`src/rtl/branch_predictor_pkg.sv`:
```
// Shared definitions for the dynamic branch predictor and the decode stage.
package branch_predictor_pkg;

    // Predictor mode encodings
    localparam int unsigned BP_STATIC  = 0;
    localparam int unsigned BP_BIMODAL = 1;
    localparam int unsigned BP_GSHARE  = 2;

    // Weakly not-taken reset value of a saturating counter of the given width.
    function automatic logic [31:0] ctr_reset(input int unsigned ctr_bits);
        return (32'd1 << (ctr_bits - 1)) - 32'd1;
    endfunction

    // Word index field pc[idx_bits+1:2], right-aligned.
    function automatic logic [31:0] pc_index(input logic [31:0] pc, input int unsigned idx_bits);
        return (pc >> 2) & ((32'd1 << idx_bits) - 32'd1);
    endfunction

    // Tag field pc[idx_bits+tag_bits+1:idx_bits+2], right-aligned.
    function automatic logic [31:0] pc_tag(input logic [31:0] pc, input int unsigned idx_bits,
                                           input int unsigned tag_bits);
        return (pc >> (idx_bits + 2)) & ((32'd1 << tag_bits) - 32'd1);
    endfunction

endpackage

```
`src/rtl/branch_predictor_btb.sv`:
```
// Direct-mapped, tagged JALR target store with per-entry valid bits.
module bp_btb
    import branch_predictor_pkg::*;
#(
    parameter int unsigned XLEN     = 32,
    parameter int unsigned IDX_BITS = 3,
    parameter int unsigned TAG_BITS = 8
) (
    input  logic            clk,
    input  logic            reset,
    input  logic [XLEN-1:0] lk_pc,
    input  logic            wr_en,
    input  logic [XLEN-1:0] wr_pc,
    input  logic [XLEN-1:0] wr_target,
    output logic            hit_c,
    output logic [XLEN-1:0] target_c
);

    localparam int unsigned ENTRIES = 1 << IDX_BITS;

    logic [ENTRIES-1:0]  valid_q;
    logic [TAG_BITS-1:0] tag_q [ENTRIES];
    logic [XLEN-1:0]     tgt_q [ENTRIES];

    logic [IDX_BITS-1:0] lk_idx;
    logic [TAG_BITS-1:0] lk_tag;
    logic [IDX_BITS-1:0] wr_idx;
    logic [TAG_BITS-1:0] wr_tag;
    logic                unused_c;

    assign lk_idx   = IDX_BITS'(pc_index(32'(lk_pc), IDX_BITS));
    assign lk_tag   = TAG_BITS'(pc_tag(32'(lk_pc), IDX_BITS, TAG_BITS));
    assign wr_idx   = IDX_BITS'(pc_index(32'(wr_pc), IDX_BITS));
    assign wr_tag   = TAG_BITS'(pc_tag(32'(wr_pc), IDX_BITS, TAG_BITS));
    // Target bit 0 is always stored as zero
    assign unused_c = wr_target[0];

    // Valid bits: cleared by reset, set on every write
    always_ff @(posedge clk or posedge reset) begin
        if (reset) begin
            valid_q <= '0;
        end else if (wr_en) begin
            valid_q[wr_idx] <= 1'b1;
        end
    end

    // Tag and target payload; meaningless while the valid bit is clear
    always_ff @(posedge clk) begin
        if (wr_en) begin
            tag_q[wr_idx] <= wr_tag;
            tgt_q[wr_idx] <= {wr_target[XLEN-1:1], 1'b0};
        end
    end

    assign hit_c    = valid_q[lk_idx] && (tag_q[lk_idx] == lk_tag);
    assign target_c = hit_c ? tgt_q[lk_idx] : '0;

endmodule

```
`src/rtl/branch_predictor.sv`:
```
// Dynamic conditional-branch direction predictor (static/bimodal/gshare) with JALR BTB and stats.
module branch_predictor
    import branch_predictor_pkg::*;
#(
    parameter int unsigned XLEN         = 32,
    parameter int unsigned MODE         = 2,
    parameter int unsigned IDX_BITS     = 6,
    parameter int unsigned CTR_BITS     = 2,
    parameter int unsigned GHR_BITS     = 6,
    parameter int unsigned BTB_IDX_BITS = 3,
    parameter int unsigned BTB_TAG_BITS = 8
) (
    input  logic            clk,
    input  logic            reset,
    input  logic [XLEN-1:0] lk_pc,
    input  logic            lk_bneg,
    output logic            pred_taken,
    output logic            pred_jalr_hit,
    output logic [XLEN-1:0] pred_jalr_target,
    input  logic            up_valid,
    input  logic [XLEN-1:0] up_pc,
    input  logic            up_is_branch,
    input  logic            up_is_jalr,
    input  logic            up_taken,
    input  logic [XLEN-1:0] up_target,
    input  logic            up_mispredict,
    output logic [31:0]     stat_branches,
    output logic [31:0]     stat_mispredicts
);

    localparam int unsigned PHT_ENTRIES = 1 << IDX_BITS;
    localparam logic [CTR_BITS-1:0] CTR_RST = CTR_BITS'(ctr_reset(CTR_BITS));
    localparam logic [CTR_BITS-1:0] CTR_MAX = '1;

    logic br_upd;
    logic unused_c;

    assign br_upd   = up_valid && up_is_branch;
    // Inputs that only some modes consume
    assign unused_c = ^{lk_bneg, up_taken, up_is_branch};

    generate
        if (MODE == BP_STATIC) begin : g_static
            // Backward-taken / forward-not-taken from the immediate sign
            assign pred_taken = lk_bneg;
        end else begin : g_dynamic
            logic [CTR_BITS-1:0] pht_q [PHT_ENTRIES];
            logic [IDX_BITS-1:0] hist_c;
            logic [IDX_BITS-1:0] lk_idx;
            logic [IDX_BITS-1:0] up_idx;

            if (MODE == BP_GSHARE) begin : g_ghr
                logic [GHR_BITS-1:0] ghr_q;

                // Global history, shifted only on resolved branches
                always_ff @(posedge clk or posedge reset) begin
                    if (reset) begin
                        ghr_q <= '0;
                    end else if (br_upd) begin
                        ghr_q <= GHR_BITS'({ghr_q, up_taken});
                    end
                end

                assign hist_c = IDX_BITS'(ghr_q);
            end else begin : g_no_ghr
                assign hist_c = '0;
            end

            assign lk_idx = IDX_BITS'(pc_index(32'(lk_pc), IDX_BITS)) ^ hist_c;
            assign up_idx = IDX_BITS'(pc_index(32'(up_pc), IDX_BITS)) ^ hist_c;

            // Saturating counter training on resolved branches
            always_ff @(posedge clk or posedge reset) begin
                if (reset) begin
                    for (int i = 0; i < PHT_ENTRIES; i++) begin
                        pht_q[i] <= CTR_RST;
                    end
                end else if (br_upd) begin
                    if (up_taken) begin
                        if (pht_q[up_idx] != CTR_MAX) begin
                            pht_q[up_idx] <= pht_q[up_idx] + CTR_BITS'(1);
                        end
                    end else begin
                        if (pht_q[up_idx] != '0) begin
                            pht_q[up_idx] <= pht_q[up_idx] - CTR_BITS'(1);
                        end
                    end
                end
            end

            assign pred_taken = pht_q[lk_idx][CTR_BITS-1];
        end
    endgenerate

    bp_btb #(
        .XLEN     (XLEN),
        .IDX_BITS (BTB_IDX_BITS),
        .TAG_BITS (BTB_TAG_BITS)
    ) u_btb (
        .clk       (clk),
        .reset     (reset),
        .lk_pc     (lk_pc),
        .wr_en     (up_valid && up_is_jalr),
        .wr_pc     (up_pc),
        .wr_target (up_target),
        .hit_c     (pred_jalr_hit),
        .target_c  (pred_jalr_target)
    );

    // Resolution and misprediction counters, free-running modulo 2^32
    always_ff @(posedge clk or posedge reset) begin
        if (reset) begin
            stat_branches    <= '0;
            stat_mispredicts <= '0;
        end else begin
            if (up_valid && (up_is_branch || up_is_jalr)) begin
                stat_branches <= stat_branches + 32'd1;
            end
            if (up_valid && up_mispredict) begin
                stat_mispredicts <= stat_mispredicts + 32'd1;
            end
        end
    end

    // A resolution cannot be both a B-type and a JALR
    assert property (@(posedge clk) disable iff (reset)
        !(up_valid && up_is_branch && up_is_jalr));

endmodule

```
`config.mk`:
```
export PLATFORM = sky130hd
export DESIGN_NAME = branch_predictor
export DESIGN_NICKNAME = d
export VERILOG_FILES = /design/src/rtl/branch_predictor_pkg.sv /design/src/rtl/branch_predictor_btb.sv /design/src/rtl/branch_predictor.sv
export SDC_FILE = /design/constraint.sdc
export NUM_CORES = 1
export LEC_CHECK = 0
export ABC_AREA = 1
export BUFFER_PORTS_ARGS = -buffer_cell sky130_fd_sc_hd__clkbuf_2
export CORE_AREA = 4 4 216 218
export CTS_CLUSTER_DIAMETER = 150
export CTS_CLUSTER_SIZE = 20
export DETAILED_ROUTE_END_ITERATION = 7
export DIE_AREA = 0 0 220 222
export HOLD_SLACK_MARGIN = 0.06
export PLACE_DENSITY = 0.73
export SLEW_MARGIN = 20
export SYNTH_ARGS = -nofsm -noshare
export SYNTH_HDL_FRONTEND = slang
export SYNTH_SLANG_ARGS = --single-unit
```
`constraint.sdc`:
```
create_clock -name clk -period 6.5 [get_ports clk]
set_clock_uncertainty 0.1 [all_clocks]
set_input_delay 0.975 -clock clk [delete_from_list [all_inputs] [get_ports clk]]
set_output_delay 0.975 -clock clk [all_outputs]
set_load 0.02 [all_outputs]
```
==> insert_results.sql <==
INSERT INTO impl_metrics (metric_group, metric, value, unit) VALUES
('sta', 'final.min_clock_period', '5020', 'ps'),
('critical_path', 'worstSetupEndpointType', 'primary output', ''),
('floorplanning', 'boundaryPins', '202', ''),
('global_route', 'number_of_antenna_violations_at_the_first_check_in_global_routing', '6', ''),
('sta', 'fin_tns_setup', '0', 'ps'),
('critical_path', 'worst_path_arrival_time', '3950', 'ps'),
('layout', 'multi_input_comb_area', '0.00789', 'mm^2'),
('clock_network', 'cts_hold_buffers', '0', ''),
('clock_network', 'cts-htree-levels', '1', ''),
('critical_path', 'r2r_start', 'g_dynamic.g_ghr.ghr_q[2]$_DFFE_PP0P_', ''),
('synthesis', 'synth.ff_latch_count', '518', ''),
('synthesis', 'leading_cell_types_by_total_area_after_synthesis', 'edfxtp_1 39%, dfrtp_1 15%, nand2_1 10%', ''),
('synthesis', 'synth-warning-count', '0', ''),
('clock_network', 'tritoncts', 'done', ''),
('layout', 'finalNetCount', '2779', ''),
('floorplanning', 'core_region_area', '0.0449', 'mm^2'),
('power_and_ir_drop', 'leakage', '0.0106', 'uW'),
('critical_path', 'r2r-end', 'g_dynamic.pht_q[49]$_DFFE_PP0P_', ''),
('placed_design', 'finalWeightedCongestion', '0.868', ''),
('detailed_routing', 'routed_wl', '59.1', 'mm'),
('synthesis', 'synthMostInstantiatedCell', 'nand2_1', ''),
('power_and_ir_drop', 'cellPowerDensity', '306', 'mW/mm^2'),
('floorplanning', 'die-height', '222', 'um'),
('clock_network', 'tritoncts.num_buffers', '29', ''),
('power_and_ir_drop', 'peakVddDrop', '0.240', 'mV'),
('critical_path', 'endpoint', 'pred_jalr_target[20]', ''),
('synthesis', 'synth_cell_types', '31', ''),
('clock_network', 'clk_pin_slew_worst_paths', '90', 'ps'),
('detailed_routing', 'route.detailed.vias_per_inst', '5.57', ''),
('global_route', 'via_count_of_the_first_global_routing_pass', '17684', ''),
('floorplanning', 'initial_core_util', '53.1', '%'),
('sta', 'timing.final.max_slew_violations', '0', ''),
('run_status', 'outcome', 'finished, final reports clean', ''),
('flow_run', 'maxCapViolCount', '0', ''),
('sta', 'timing.final.crit_share', '77.3', '%'),
('placed_design', 'buffer_ports.inserted', '156', ''),
('detailed_routing', 'first_iter_violations', '1661', ''),
('clock_network', 'ctsLongestPathBuffers', '3', ''),
('synthesis', 'syn_nets', '2675', ''),
('sta', 'timing.hold.ws', '255', 'ps'),
('critical_path', 'criticalPathCategory', 'in2out', ''),
('sta', 'rsz_0062_raised_after_global_routing', 'false', ''),
('synthesis', 'synth_cells', '2567', ''),
('sta', 'timing.max_slew.rel_slack', '29.4', '%'),
('critical_path', 'worst_ep_required_time', '5420', 'ps'),
('critical_path', 'worstSetupStartpointType', 'primary input', ''),
('critical_path', 'worst-r2r-cell-count', '20', ''),
('synthesis', 'synth_top_area_share', '39.3', '%'),
('placed_design', 'place_hpwl', '35.1', 'mm'),
('synthesis', 'synth-async-reset-ratio', '39.8', '%'),
('critical_path', 'crit_path_max_fanout', '57', ''),
('clock_network', 'postCtsResizedCells', '0', ''),
('synthesis', 'synth_enable_flop_cells', '312', ''),
('global_route', 'grt_start_max_net_pins', '113', ''),
('floorplanning', 'placementRows', '78', ''),
('layout', 'utilization', '58.0', '%'),
('layout', 'area.growth.synth_to_final', '9.31', '%'),
('detailed_routing', 'dr_total_vias', '18370', ''),
('floorplanning', 'design.die.area', '0.0488', 'mm^2'),
('detailed_routing', 'drt_first_pass_iters', '8', ''),
('layout', 'layout-drive-gt1-share', '11.8', '%'),
('critical_path', 'worstSetupStartpoint', 'lk_pc[2]', ''),
('layout', 'layout.area.seq', '0.0146', 'mm^2'),
('layout', 'layout.filler_cells', '3803', ''),
('global_route', 'aggregate_global_route_resource_usage', '23.7', '%'),
('clock_network', 'clock_latency', '600', 'ps'),
('sta', 'worstMarginPinSlew', '1060', 'ps'),
('critical_path', 'r2r_setup_slack', '1960', 'ps'),
('global_route', 'first_pass_grt_wire_length', '93.6', 'mm'),
('synthesis', 'synth.avg_cell_area', '9.28', 'um^2'),
('detailed_routing', 'drt.antenna.violating_nets', '0', '');
## metrics by stage
| stage | cells | worst slack [ps] | instance area, um^2 | total power [uW] |
|---|---|---|---|---|
| detailed placement | 3239 | 1430 | 25200 | 6090 |
| CTS | 3293 | 1430 | 26000 | 7980 |
| global placement | 3239 | 1440 | 25200 | 6020 |
| finish | 3297 | 1480 | 26000 | 7960 |
| global route | 3297 | 1170 | 26000 | 8410 |
| floorplan | 2567 | 2810 | 23800 | 5540 |
## placed cells by master, fill, tap and decap left out, types with 29 or more instances in the layout
| cell type | n |
|---|---|
| buf_4 | 31 |
| clkbuf_16 | 29 |
| clkbuf_2 | 155 |
| dfrtp_1 | 142 |
| dfstp_2 | 64 |
| edfxtp_1 | 312 |
| inv_1 | 225 |
| nand2_1 | 644 |
| nand3_1 | 165 |
| nor2_1 | 370 |
| o211ai_1 | 37 |
| o21ai_0 | 307 |
| o221ai_1 | 31 |
| xnor2_1 | 29 |
| xor2_1 | 38 |
## critical path: stages
cell	delay, ps
buf_4	390
buf_4	520
nor2_1	100
nor2_1	90
o21ai_0	90
o211ai_1	130
nand2_1	80
nand2_1	60
nand2_1	70
nor2_1	100
nand3_1	530
buf_4	430
nor2_1	150
clkbuf_2	190
## power by group
part	internal [uW]	switching (uW)
sequential	4030	282
combinational	543	1190
clock	865	1040
## worst min path at each step
stage,cells past startpoint,endpoint
after CTS,2,g_dynamic.pht_q[127]$_DFFE_PP0P_
final,2,g_dynamic.pht_q[127]$_DFFE_PP0P_
after global routing,2,g_dynamic.pht_q[101]$_DFFE_PP0P_
after global placement,1,u_btb.valid_q[2]$_DFFE_PP0P_
after floorplan,1,u_btb.valid_q[2]$_DFFE_PP0P_
after detailed placement,1,u_btb.valid_q[2]$_DFFE_PP0P_
## per-layer routing
layer  routed length (um)  part of all wire (%)  track usage, %  vias up
met5                   27                 0.046               0        -
met4                 1900                   3.2            8.04        4
met3                 4770                   8.1            3.19      141
met2                28500                    48            39.6      797
met1                23800                    40            32.2     8767
li1                     -                     -               -     8661
## cell families (layout without fill, tap and decap cells)
logic type,count (synthesis),after routing,share of synthesized area [%]
AND/OR/NAND/NOR,1248,1248,21.1
flip-flops,518,518,61.3
AO/OA/AOI/OAI,382,382,8.90
buffers and inverters,346,473,6.00
XOR/XNOR,68,68,2.50
adder cells (fa/ha/maj),4,4,0.210
other,1,4,0.0157
## cell type report
type / count / area share, %
Tap cell: 600 / 2.88
Clock buffer: 53 / 3.17
Multi-Input combinational cell: 1703 / 30.3
Sequential cell: 518 / 56.1
Inverter: 230 / 3.34
Timing Repair Buffer: 189 / 4.10
Clock inverter: 1 / 0.0769
Antenna cell: 3 / 0.0288
(Power assumes the default switching activity.)
